$ cat src/rtl/bv_inv_solver.sv
// Bit-serial inverse solver: finds x with (x op s) == t for op in {OR, AND, XOR, ADD},
// processing BPC bits per cycle LSB first, and flags whether any such x exists.
module bv_inv_solver #(
  parameter int unsigned WIDTH = 4,
  parameter int unsigned BPC   = 1
) (
  input  logic             clk,
  input  logic             rst,
  input  logic             in_valid,
  output logic             in_ready,
  input  logic [1:0]       in_op,
  input  logic [WIDTH-1:0] in_s,
  input  logic [WIDTH-1:0] in_t,
  output logic             out_valid,
  input  logic             out_ready,
  output logic [WIDTH-1:0] out_x,
  output logic             out_inv
);

  localparam int unsigned N    = WIDTH / BPC;
  localparam int unsigned CntW = (N > 1) ? $clog2(N) : 1;
  localparam logic [CntW-1:0] LastCnt = CntW'(N - 1);

  localparam logic [1:0] OpOr  = 2'b00;
  localparam logic [1:0] OpAnd = 2'b01;
  localparam logic [1:0] OpXor = 2'b10;
  localparam logic [1:0] OpAdd = 2'b11;

  if (BPC == 0 || WIDTH == 0 || (WIDTH % BPC) != 0) begin : g_param_check
    $error("bv_inv_solver: WIDTH must be a nonzero multiple of BPC");
  end

  typedef enum logic [1:0] {StIdle, StRun, StDone} state_e;

  state_e           state_q, state_d;
  logic [1:0]       op_q, op_d;
  logic [WIDTH-1:0] s_q, s_d;
  logic [WIDTH-1:0] t_q, t_d;
  logic [WIDTH-1:0] x_q, x_d;
  logic [CntW-1:0]  cnt_q, cnt_d;
  logic             borrow_q, borrow_d;
  logic             fail_q, fail_d;

  logic [BPC-1:0]   chunk_x;
  logic             borrow_c;
  logic             fail_c;

  // Per-chunk bit rules on the low BPC bits of the shifting operand registers.
  always_comb begin
    chunk_x  = '0;
    fail_c   = fail_q;
    borrow_c = borrow_q;
    for (int i = 0; i < int'(BPC); i++) begin
      unique case (op_q)
        OpOr: begin
          fail_c     = fail_c | (s_q[i] & ~t_q[i]);
          chunk_x[i] = t_q[i] & ~s_q[i];
        end
        OpAnd: begin
          fail_c     = fail_c | (~s_q[i] & t_q[i]);
          chunk_x[i] = t_q[i];
        end
        OpXor: chunk_x[i] = t_q[i] ^ s_q[i];
        OpAdd: begin
          // x = t - s: ripple borrow through the chunk, carried across chunks in borrow_q
          chunk_x[i] = t_q[i] ^ s_q[i] ^ borrow_c;
          borrow_c   = (~t_q[i] & s_q[i]) | (~(t_q[i] ^ s_q[i]) & borrow_c);
        end
      endcase
    end
  end

  // Next-state: accept in IDLE, one chunk per RUN cycle, hold in DONE until consumed.
  always_comb begin
    state_d  = state_q;
    op_d     = op_q;
    s_d      = s_q;
    t_d      = t_q;
    x_d      = x_q;
    cnt_d    = cnt_q;
    borrow_d = borrow_q;
    fail_d   = fail_q;
    unique case (state_q)
      StIdle: begin
        if (in_valid) begin
          op_d     = in_op;
          s_d      = in_s;
          t_d      = in_t;
          x_d      = '0;
          cnt_d    = '0;
          borrow_d = 1'b0;
          fail_d   = 1'b0;
          state_d  = StRun;
        end
      end
      StRun: begin
        // Operands shift down so the current chunk is always at bit 0; results enter at
        // the top so chunk k lands at bits k*BPC.. after all N shifts.
        s_d      = s_q >> BPC;
        t_d      = t_q >> BPC;
        x_d      = (x_q >> BPC) | (WIDTH'(chunk_x) << (WIDTH - BPC));
        borrow_d = borrow_c;
        fail_d   = fail_c;
        cnt_d    = cnt_q + 1'b1;
        if (cnt_q == LastCnt) begin
          state_d = StDone;
        end
      end
      StDone: begin
        if (out_ready) begin
          state_d = StIdle;
        end
      end
      default: state_d = StIdle;
    endcase
  end

  // State registers with synchronous active-high reset.
  always_ff @(posedge clk) begin
    if (rst) begin
      state_q  <= StIdle;
      op_q     <= 2'b00;
      s_q      <= '0;
      t_q      <= '0;
      x_q      <= '0;
      cnt_q    <= '0;
      borrow_q <= 1'b0;
      fail_q   <= 1'b0;
    end else begin
      state_q  <= state_d;
      op_q     <= op_d;
      s_q      <= s_d;
      t_q      <= t_d;
      x_q      <= x_d;
      cnt_q    <= cnt_d;
      borrow_q <= borrow_d;
      fail_q   <= fail_d;
    end
  end

  // Outputs decode from state; x is only exposed when a valid witness exists.
  always_comb begin
    in_ready  = (state_q == StIdle);
    out_valid = (state_q == StDone);
    out_inv   = out_valid & ~fail_q;
    out_x     = out_inv ? x_q : '0;
  end

endmodule

$ cat config.mk
export PLATFORM = sky130hd
export DESIGN_NAME = bv_inv_solver
export DESIGN_NICKNAME = d
export VERILOG_FILES = /design/src/rtl/bv_inv_solver.sv
export SDC_FILE = /design/constraint.sdc
export NUM_CORES = 1
export LEC_CHECK = 0
export CAP_MARGIN = 20
export CELL_PAD_IN_SITES_DETAIL_PLACEMENT = 1
export CELL_PAD_IN_SITES_GLOBAL_PLACEMENT = 1
export CORE_AREA = 2 2 48 72
export CTS_CLUSTER_SIZE = 24
export DETAILED_ROUTE_END_ITERATION = 12
export DIE_AREA = 0 0 50 74
export PLACE_DENSITY = 0.72
export SLEW_MARGIN = 20
export SYNTH_ARGS = -nofsm -noshare
export SYNTH_HDL_FRONTEND = slang
export SYNTH_SLANG_ARGS = --single-unit
$ cat constraint.sdc
create_clock -name clk -period 3.01 [get_ports clk]
set_input_delay 0.903 -clock clk [delete_from_list [all_inputs] [get_ports clk]]
set_output_delay 0.903 -clock clk [all_outputs]
set_load 0.03 [all_outputs]
==> results.cfg <==
[grt]
overflow = 0
grt_first_pass_wirelength_um = 3770
grt_pass1_vias = 828
grt.total_usage_pct = 13.5
grt_max_degree = 21
antenna_found_initial = 0

[clock_tree]
cts_hold_buf = 0
cts_tree = done
cts-buffers-inserted = 3
clock_path_buffers = 2
cts_resized = 0
post-cts-setup-buffers = 0
cts_root_buf = clkbuf_8
path_clk_slew_ns = 0.07
htreeDepth = 1
cts.sinks = 20
insertion_delay_ns = 0.26

[placement]
post_dp_cell_area_mm2 = 0.00117
gp_congestion = 0.784
port_buffers = 20
dp_slack_ns = 0.374
dp_hpwl_um = 1710

[route]
vias_per_cell = 4.99
drt_pass1_iterations = 4
wl_per_cell_um = 14.1
drc = 0
ant_nets = 0
vias = 814
routed_wl_um = 2300
drt_iter0_markers = 8

[sta]
fin_crit_ns = 2.84
slew_headroom_pct = 52.8
final.setup.tns_ns = 0
finalSetupViolCount = 0
tightestPinTransition_ns = 0.706
finalCritPeriodShare_pct = 94.4
rsz0062_at_grt = false
hold_viol_final = 0
finalClockSkew_ns = 0.000678
layout_setup_ws_ns = 0.168
final_max_slew_viol_count = 0
max_freq_mhz = 352

[critical_path]
start_kind = flip-flop
critical_path.endpoint = out_x[1]
arrival_ns = 1.94
critPathMaxFanout = 10
crit_start = state_q[1]$_SDFFE_PP0P_
rr_startpoint = t_q[0]$_SDFFE_PP0P_
ff2ff_setup_slack_ns = 1.53
r2r-end = x_q[3]$_SDFFE_PP0P_
timing.setup.critical_path_class = flip-flop to output port
critPathCaptureType = output port
required_ns = 2.11
reg2regPathDepth = 5

[final_layout]
antennaDiodeCount = 0
nFillCells = 364
drive_gt1_share_pct = 6.50
fin_area_mm2 = 0.00121
synthToLayoutAreaGrowth_pct = 23.3
layout.nets = 143

[power]
switching_share_pct = 25.9
power_frac_seq_pct = 53.1
p_int_uw = 411
power_frac_comb_pct = 15.6
p_per_area_mw_per_mm2 = 459
power.switching_uw = 144
power_frac_clock_pct = 31.3
p_leak_uw = 0.000457
irDropWorstVdd_uv = 262

[synthesis]
ys_seq_elements = 20
syn-num-nets = 126
ys_seq_area_share_pct = 40.8
ys_warn_count = 0
syn_area_per_cell_um2 = 9.09
netlist_instances = 108
syn_area_um2 = 982
ys_types = 30

[die]
core-area_mm2 = 0.00310
start_util_pct = 31.7
fp-row-count = 25
chipHeight_um = 74
die_area_mm2 = 0.00370
num_io_pins = 21
die_w_um = 50

[job]
cap_violations = 0

[min_path]
worstHoldPathType = flip-flop to flip-flop

[run_status]
outcome = complete, no violations
## cell usage in the layout, fill, tap and decap left out, drive strengths merged
cell type      netlist  layout
o32a                 1       1
and2b                1       1
fa                   1       1
nor2                18      18
nor2b                1       1
clkdlybuf4s50        0      20
a31oi                1       1
a22oi                7       7
a21oi                1       1
and3                 4       4
and2                 1       1
or3                  1       1
clkbuf               2       3
a32oi                1       1
inv                  4       4
nand3                2       2
nand2               13      13
a211oi               2       2
nand2b               3       3
nor3b                1       1
o21bai               1       1
mux2i                5       5
a311oi               6       6
dfxtp               20      20
o21ba                1       1
ha                   3       3
or3b                 1       1
## layer usage
layer / vias up / track usage [%] / share of wire, %
met5: - / 0 / 0
met3: 4 / 1.81 / 1.6
met2: 7 / 25.1 / 56
met1: 394 / 14.8 / 41
li1: 409 / - / -
met4: 0 / 6.48 / 1.8
## power groups by stage
| stage | clock [uW] | combinational [uW] | sequential, uW |
|---|---|---|---|
| after floorplan | 0 | 67.3 | 293 |
| after global placement | 0 | 84.2 | 300 |
| after detailed placement | 0 | 86.9 | 302 |
| final | 174 | 86.5 | 295 |
| after global routing | 184 | 98.1 | 298 |
| after CTS | 179 | 88.5 | 295 |
## cell usage after synthesis
library cell | n | area (um^2)
a31oi_1 | 1 | 6.26
nand3_1 | 2 | 10.0
a21oi_1 | 1 | 5.00
o32a_1 | 1 | 10.0
inv_1 | 4 | 15.0
buf_6 | 4 | 45.0
nand2_1 | 13 | 48.8
a211oi_1 | 2 | 15.0
and2b_2 | 1 | 8.76
a22oi_1 | 7 | 52.6
nor2b_1 | 1 | 6.26
a32oi_1 | 1 | 8.76
buf_2 | 1 | 5.00
nor2_1 | 18 | 67.6
dfxtp_1 | 20 | 400
clkbuf_1 | 2 | 7.51
a311oi_1 | 6 | 52.6
fa_1 | 1 | 20.0
ha_1 | 3 | 37.5
mux2i_1 | 5 | 50.1
o21bai_1 | 1 | 7.51
buf_4 | 1 | 7.51
or3_1 | 1 | 6.26
nand2b_4 | 1 | 13.8
o21ba_2 | 1 | 10.0
nand2b_1 | 2 | 12.5
nor3b_2 | 1 | 12.5
or3b_1 | 1 | 8.76
and2_1 | 1 | 6.26
and3_1 | 4 | 25.0
## stage by stage
step / hold WS, ns / util (%) / cells / power, uW
floorplan: 0.444 / - / 108 / 360
global route: 0.511 / 39.1 / 163 / 579
CTS: 0.492 / 39.0 / 163 / 563
finish: 0.490 / 39.1 / 163 / 556
detailed placement: 0.467 / 37.7 / 160 / 388
global placement: 0.459 / 37.7 / 160 / 384
## sequential cells by signal, summed over array words and instances, names as in the netlist
name,flops
fail_q,1
x_q,4
borrow_q,1
cnt_q,2
s_q,4
t_q,4
op_q,2
state_q,2
## logic make-up (layout without fill, tap and decap cells)
kind of cell / count (synthesis) / count (layout) / synth area share, %
AOI/OAI and AO/OA: 21 / 21 / 17.1
adders and majority gates: 4 / 4 / 5.86
buffers and inverters: 12 / 27 / 8.15
DFF: 20 / 20 / 40.8
muxes: 5 / 5 / 5.10
and+or+nand+nor: 46 / 46 / 23.1
## critical path, stage by stage, from the launching register on
cell             delay, ns
dfxtp_1               0.50
nor2b_2               0.32
and3_1                0.19
clkdlybuf4s50_1       0.67
## worst min path at each step
stage | startpoint | to | cells after the start
global route | t_q[1]$_SDFFE_PP0P_ | t_q[0]$_SDFFE_PP0P_ | 2
CTS | cnt_q[0]$_SDFFE_PP0P_ | cnt_q[0]$_SDFFE_PP0P_ | 1
floorplan | cnt_q[0]$_SDFFE_PP0P_ | cnt_q[0]$_SDFFE_PP0P_ | 1
finish | t_q[3]$_SDFFE_PP0P_ | t_q[2]$_SDFFE_PP0P_ | 2
detailed placement | cnt_q[0]$_SDFFE_PP0P_ | cnt_q[0]$_SDFFE_PP0P_ | 1
global placement | cnt_q[0]$_SDFFE_PP0P_ | cnt_q[0]$_SDFFE_PP0P_ | 1
## final cells by class
cell class | instances | area [um^2] | area share (%)
tap | 40 | 50.0 | 4.13
inverter | 4 | 15.0 | 1.24
clock buffer | 3 | 41.3 | 3.41
multi-input combinational | 76 | 504 | 41.6
timing repair buffer | 20 | 200 | 16.5
sequential | 20 | 400 | 33.1
Note: power is estimated with default switching activity, not from simulation.
